--- src/rtl/pwm_capture_pkg.sv ---
// Shared types and sizing helpers for the PWM capture block.
package pwm_capture_pkg;

  typedef enum logic [1:0] {
    IDLE    = 2'd0,
    MEASURE = 2'd1,
    STUCK   = 2'd2
  } state_e;

  // Measurement counters are one bit wider than the generator counter
  function automatic int mw_of(input int ctr_len);
    return ctr_len + 1;
  endfunction

  function automatic int sat_max(input int mw);
    return (1 << mw) - 1;
  endfunction

endpackage

--- src/rtl/pwm_capture_sync_edge.sv ---
// Two-flop synchronizer for an asynchronous line plus rising-edge detect.
module pwm_capture_sync_edge (
  input  logic clk,
  input  logic rst,
  input  logic din,
  output logic level,
  output logic rise
);

  logic s1_q, s2_q, prev_q;
  logic s1_d, s2_d, prev_d;

  always_comb begin
    s1_d   = din;
    s2_d   = s1_q;
    prev_d = s2_q;
  end

  always_ff @(posedge clk or negedge rst) begin
    if (!rst) begin
      s1_q   <= 1'b0;
      s2_q   <= 1'b0;
      prev_q <= 1'b0;
    end else begin
      s1_q   <= s1_d;
      s2_q   <= s2_d;
      prev_q <= prev_d;
    end
  end

  assign level = s2_q;
  assign rise  = s2_q & ~prev_q;

endmodule

--- src/rtl/pwm_capture.sv ---
// Measures high time and period of an incoming PWM line; flags a stuck line on timeout.
module pwm_capture
  import pwm_capture_pkg::*;
#(
  parameter int CTR_LEN = 8,
  parameter int TIMEOUT = (1 << (CTR_LEN + 1)) - 1
) (
  input  logic             clk,
  input  logic             rst,
  input  logic             pwm_in,
  output logic [CTR_LEN:0] duty,
  output logic [CTR_LEN:0] period,
  output logic             valid,
  output logic             stuck
);

  localparam int          MW   = mw_of(CTR_LEN);
  localparam logic [MW-1:0] MAXV = MW'(sat_max(MW));
  localparam logic [MW-1:0] TO   = MW'(TIMEOUT);
  localparam logic [MW-1:0] ONE  = MW'(1);

  logic s2, rise;

  pwm_capture_sync_edge u_sync (
    .clk   (clk),
    .rst   (rst),
    .din   (pwm_in),
    .level (s2),
    .rise  (rise)
  );

  state_e        state_q, state_d;
  logic [MW-1:0] pcnt_q, pcnt_d, hcnt_q, hcnt_d;
  logic [MW-1:0] duty_q, duty_d, period_q, period_d;
  logic          valid_q, valid_d, stuck_q, stuck_d;
  logic [MW-1:0] pcnt_inc, hcnt_inc;

  always_comb begin
    state_d  = state_q;
    pcnt_d   = pcnt_q;
    hcnt_d   = hcnt_q;
    duty_d   = duty_q;
    period_d = period_q;
    stuck_d  = stuck_q;
    valid_d  = 1'b0;
    pcnt_inc = (pcnt_q == MAXV) ? pcnt_q : pcnt_q + ONE;
    hcnt_inc = (s2 && hcnt_q != MAXV) ? hcnt_q + ONE : hcnt_q;

    case (state_q)
      IDLE, MEASURE: begin
        // A rise in the timeout cycle wins over stuck detection
        if (rise) begin
          if (state_q == MEASURE) begin
            duty_d   = hcnt_q;
            period_d = pcnt_q;
            valid_d  = 1'b1;
            stuck_d  = 1'b0;
          end
          pcnt_d  = ONE;
          hcnt_d  = ONE;
          state_d = MEASURE;
        end else if (pcnt_q >= TO) begin
          state_d  = STUCK;
          stuck_d  = 1'b1;
          period_d = '0;
          duty_d   = s2 ? MAXV : '0;
          valid_d  = 1'b1;
        end else begin
          pcnt_d = pcnt_inc;
          hcnt_d = hcnt_inc;
        end
      end
      STUCK: begin
        // stuck stays asserted until the first full period after recovery
        if (rise) begin
          pcnt_d  = ONE;
          hcnt_d  = ONE;
          state_d = MEASURE;
        end
      end
      default: state_d = IDLE;
    endcase
  end

  always_ff @(posedge clk or negedge rst) begin
    if (!rst) begin
      state_q  <= IDLE;
      pcnt_q   <= '0;
      hcnt_q   <= '0;
      duty_q   <= '0;
      period_q <= '0;
      valid_q  <= 1'b0;
      stuck_q  <= 1'b0;
    end else begin
      state_q  <= state_d;
      pcnt_q   <= pcnt_d;
      hcnt_q   <= hcnt_d;
      duty_q   <= duty_d;
      period_q <= period_d;
      valid_q  <= valid_d;
      stuck_q  <= stuck_d;
    end
  end

  assign duty   = duty_q;
  assign period = period_q;
  assign valid  = valid_q;
  assign stuck  = stuck_q;

endmodule

--- config.mk ---
export PLATFORM = sky130hd
export DESIGN_NAME = pwm_capture
export DESIGN_NICKNAME = d
export VERILOG_FILES = /design/src/rtl/pwm_capture_pkg.sv /design/src/rtl/pwm_capture_sync_edge.sv /design/src/rtl/pwm_capture.sv
export SDC_FILE = /design/constraint.sdc
export NUM_CORES = 1
export LEC_CHECK = 0
export CORE_MARGIN = 5
export CORE_UTILIZATION = 35
export CTS_CLUSTER_DIAMETER = 40
export DETAILED_ROUTE_END_ITERATION = 10
export PLACE_DENSITY = 0.56
export SKIP_LAST_GASP = 1
export SLEW_MARGIN = 10
export SYNTH_ARGS = -nofsm -noshare
export SYNTH_HDL_FRONTEND = slang
export SYNTH_SLANG_ARGS = --single-unit
--- constraint.sdc ---
create_clock -name clk -period 2.95 [get_ports clk]
set_clock_uncertainty 0.15 [all_clocks]
set_input_delay 0.7375 -clock clk [delete_from_list [all_inputs] [get_ports clk]]
set_output_delay 0.7375 -clock clk [all_outputs]
set_load 0.02 [all_outputs]
Yosys cells after proc, flatten, opt, wreduce, memory -nomap -nowiden

Index checks and enable logic that the tools add are counted.

Bits in registers: 43
Bits of input ports: 3
Output and inout bits: 20
Word-level logic and storage cells: 61

Add/sub/neg operators: 2
Order comparisons: 1
Eq/ne operators: 10
Muxes and demuxes: 27
Bitwise gates (word level): 2
Reductions and logical operators: 9

Operators with widths:

| kind                                                                   | number |
|---|---|
| 9-bit 2-to-1 mux                                                       | 14 |
| 9-bit case mux with 2 select lines                                     | 2 |
| 9-bit by 1-bit adder with 9-bit output (second input constant)         | 2 |
| 3-bit != test (second input constant)                                  | 4 |
| 9-bit equality test (second input constant)                            | 1 |
| 9-bit greater-or-equal comparator (second input constant)              | 1 |
| 9-bit != test (second input constant)                                  | 1 |
| 4-bit AND reduction                                                    | 2 |
| 1-bit 2-to-1 mux                                                       | 7 |
| 2-bit 2-to-1 mux                                                       | 3 |
| 2-bit case mux with 2 select lines                                     | 1 |
| 2-bit nonzero test                                                     | 2 |
| 3-bit AND reduction                                                    | 1 |
| 2-bit by 1-bit equality test with 1-bit output (second input constant) | 1 |
| 2-bit equality test (second input constant)                            | 1 |
| 2-bit logical NOT                                                      | 1 |
| 2-bit by 1-bit != test with 1-bit output (second input constant)       | 1 |
| 2-bit != test (second input constant)                                  | 1 |
| 2-bit AND reduction                                                    | 1 |
| 2-bit OR reduction                                                     | 1 |
| 1-bit bitwise AND                                                      | 1 |
| 1-bit logical AND                                                      | 1 |
| 1-bit inverter                                                         | 1 |

Longest topological paths before layout

Depth after elaboration: 6
Mapped depth: 10
Mapped depth without buffers: 9

Cells and area by module

From an unflattened synthesis, not the netlist that was laid out.

Cells, all modules: 190
Area, all modules: 2062.0 um2

By module, submodules not included:

| module                | instances | cells an instance | area an instance (um2) |
|---|---|---|---|
| pwm_capture           | 1         | 186               | 1973.1 |
| pwm_capture_sync_edge | 1         | 4                 | 88.8 |

Worst setup path before layout

Ideal clock, no wire load.

Path type: reg-to-reg
Start point: register pcnt_q[0]
End point: register hcnt_q[1]
Arrival: 2.170 ns
Data required time: 2.721 ns
Setup slack: 0.550 ns
Cell stages (with the launch flop): 11
Period minus slack after synthesis: 2.400 ns
Cells stage by stage: dfrtp_1 -> ha_1 -> and3_1 -> nand3_1 -> nor2_1 -> ha_1 -> or3_1 -> a31oi_1 -> o21a_1 -> buf_2 -> mux2i_1

Word-level cells in the longest chain between the ends: 3

Ends and longest elaborated chain:

| what                                 | line              | source |
|---|---|---|
| from (decl)                          | pwm_capture.sv:33 | `logic [MW-1:0] pcnt_q, pcnt_d, hcnt_q, hcnt_d;` |
| from (signal assigned)               | pwm_capture.sv:96 | `pcnt_q <= pcnt_d;` |
| 9-bit greater-or-equal comparator    | pwm_capture.sv:62 | `end else if (pcnt_q >= TO) begin` |
| 3-bit != test (no source line)       | -                 |  |
| 4-bit AND reduction (no source line) | -                 |  |
| to (signal assigned)                 | pwm_capture.sv:97 | `hcnt_q <= hcnt_d;` |
| to (decl)                            | pwm_capture.sv:33 |  |

No other way between the ends.
A chain may end at the register's enable or synchronous reset.

Final worst setup path

Start point: register pcnt_q[0]
End point: register hcnt_q[5]

Same word-level chain as after synthesis.

==> flow_summary_export.csv <==
group,metric,value,unit
run_status,status,"complete, no violations",
grt,gr-max-usage-layer,"met1",
layout,regArea,1080,um2
grt,grt_overflow_total,0,
timing,period_needed,2700,ps
clock_tree,cts_resized,0,
timing,worst_pin_slew,514,ps
logic_synthesis,synth_top_cell_area_share,0.499,
timing,drv_slew,0,
timing,rsz0062_at_grt,"false",
layout,fillCellCount,573,
routing,wire_per_inst,14.3,um
grt,antenna_found_initial,0,
logic_synthesis,netlist_area,2160,um2
hold_path,hold_path_class,"register to register",
logic_synthesis,synth-seq-cells,43,
clock_tree,cts_tree,"yes",
floorplanning,die_w,88.5,um
logic_synthesis,synth.area.top_cells,"dfrtp_1, mux2i_1, nand2_1",
timing,finalCritPeriodShare,0.914,
clock_tree,clockBufferDepth,2,
layout,insertedDiodeCount,0,
logic_synthesis,synth_edf_count,0,
logic_synthesis,seq_area_frac_synth,0.499,
grt,grtUsageMet2,0.177,
setup_path,critPathCaptureType,"register",
clock_tree,clkSinkCount,43,
routing,drc_errors,0,
layout,instances_no_fill,310,
pwr,ir_drop,0.000327,V
clock_tree,cts_max_level,2,
clock_tree,hold_buffers,0,
grt,grt_pass1_wl,7830,um
setup_path,cp-start-kind,"register",
floorplanning,start_util,0.362,
layout,area_delta_synth_final,18.2,%
timing,setup_violations,0,
layout,drive_gt1_frac,0.0681,
timing,worst_hold_slack,203,ps
layout,multiInputGateArea,917,um2
floorplanning,coreArea,5960,um2
placement,port_buffers,22,
grt,grtUsageTotal,0.127,
logic_synthesis,synth_cell_type_count,39,
logic_synthesis,synthTopCellsByCount,"dfrtp_1, nand2_1, inv_1",
floorplanning,die_area,7830,um2
clock_tree,clk_pin_slew_worst_paths,80,ps
logic_synthesis,syn_avg_cell_area,10.2,um2
clock_tree,clk_latency,300,ps
setup_path,cp.required,3020,ps
routing,dr.pass1.iters,4,
floorplanning,die_h,88.5,um
clock_tree,numCtsBuffers,5,
pwr,power,1700,uW
grt,grt_pass1_vias,1497,
clock_tree,cts_root_buf,"clkbuf_8",
routing,avgViaCountPerCell,5.15,
routing,vias,1597,
routing,totalWireLength,4430,um
pwr,p_leak,0.00117,uW
timing,finalHoldViolations,0,
logic_synthesis,synth_most_common_cell,"dfrtp_1",
placement,place.gp.congestion,0.819,
pwr,power_density,667,nW/um2
placement,hpwl,3060,um
logic_synthesis,yosysTopAreaCell,"dfrtp_1",
timing,relSlewSlack,0.657,
grt,grt_max_degree,28,
logic_synthesis,synthCells,212,
logic_synthesis,async_flop_share,1.00,
placement,dpl.cell_count,302,
job,maxCapViolations,0,
logic_synthesis,synthFlopType,"dfrtp_1",
setup_path,cp_max_fo,7,
setup_path,critical_path_class,"register to register",
layout,fin_nets,241,
grt,gr-usage-met3,0.0251,
routing,antenna_left,0,
routing,drt_iter0_markers,202,
floorplanning,io_pins,23,
timing,max_freq,371,MHz
floorplanning,rows,28,
clock_tree,cts_setup_buffers,0,
setup_path,cp.arrival,2760,ps
logic_synthesis,syn-num-nets,219,
timing,setup-tns-final,0,ps
logic_synthesis,synth.yosys.warnings,0,
grt,grtUsageMet1,0.192,
[area by class of cell]
type | instances | area share
Sequential cell | 43 | 0.422
Multi-Input combinational cell | 136 | 0.360
Timing Repair Buffer | 26 | 0.0963
Tap cell | 75 | 0.0368
Inverter | 22 | 0.0324
Clock buffer | 6 | 0.0285
Clock inverter | 2 | 0.0236
[path summary, 6_finish.rpt]
check                           cells past startpoint   startpoint            to  slack (ps)
worst max-delay path                                9    pcnt_q[0]     hcnt_q[5]         250
worst min-delay path                                0  u_sync.s1_q  u_sync.level         200
worst max register to register                      9    pcnt_q[0]     hcnt_q[5]         250
worst min register to register                      0  u_sync.s1_q  u_sync.level         200
max in group asynchronous                           2          rst     pcnt_q[4]        1750
min in group asynchronous                           1          rst     hcnt_q[2]         210
[cells in the final DEF, fill, tap and decap left out, drive strengths merged, types with 3 or more instances in the layout]
master	Yosys	final
dfrtp	43	43
nand2	27	27
a21oi	8	8
buf	7	5
a31oi	15	15
o21ai	13	13
nor3	3	3
nand3	6	6
clkbuf	4	6
nand2b	5	5
and3	7	7
clkdlybuf4s50	0	21
inv	22	22
ha	4	4
nor2	6	6
mux2i	20	20
[cells by family (layout without fill, tap and decap cells)]
| logic type | after synthesis | in the layout | share of synthesized area |
|---|---|---|---|
| muxes | 22 | 22 | 0.103 |
| DFF | 43 | 43 | 0.499 |
| AOI/OAI and AO/OA | 48 | 48 | 0.151 |
| adders and majority gates | 4 | 4 | 0.0232 |
| and+or+nand+nor | 62 | 62 | 0.147 |
| buffers and inverters | 33 | 56 | 0.0754 |
[sequential cells by signal, summed over array words and instances (netlist names)]
signal / flops
duty: 9
hcnt_q: 9
pcnt_q: 9
period: 9
state_q: 2
stuck: 1
u_sync.level: 1
u_sync.prev_q: 1
u_sync.s1_q: 1
valid: 1
[layer usage]
layer / vias up / share of wire / wire length, um
met5: - / 0 / 0
met4: 0 / 0.016 / 70
met3: 6 / 0.049 / 219
met2: 48 / 0.42 / 1860
met1: 765 / 0.51 / 2280
li1: 778 / - / -
[power by group]
group          internal, uW  total, uW  switching, uW
combinational           168        347            179
sequential              690        804            115
clock                   339        547            208
total                  1200       1700            502
[critical path, stage by stage, from the launching register on]
cell	delay (ps)
dfrtp_1	440
ha_1	240
and3_1	170
nand3_1	120
nor2_1	70
ha_1	220
or3_1	430
a311oi_2	470
a21oi_1	130
a31oi_1	170
[stage by stage]
step	setup WS, ps	area, um2	utilization
detailed placement	302	2410	0.405
global placement	357	2410	0.405
global route	40.6	2550	0.428
finish	254	2550	0.428
CTS	269	2550	0.428
floorplan	550	2160	-
No activity file was read; power rests on OpenSTA's default activity.
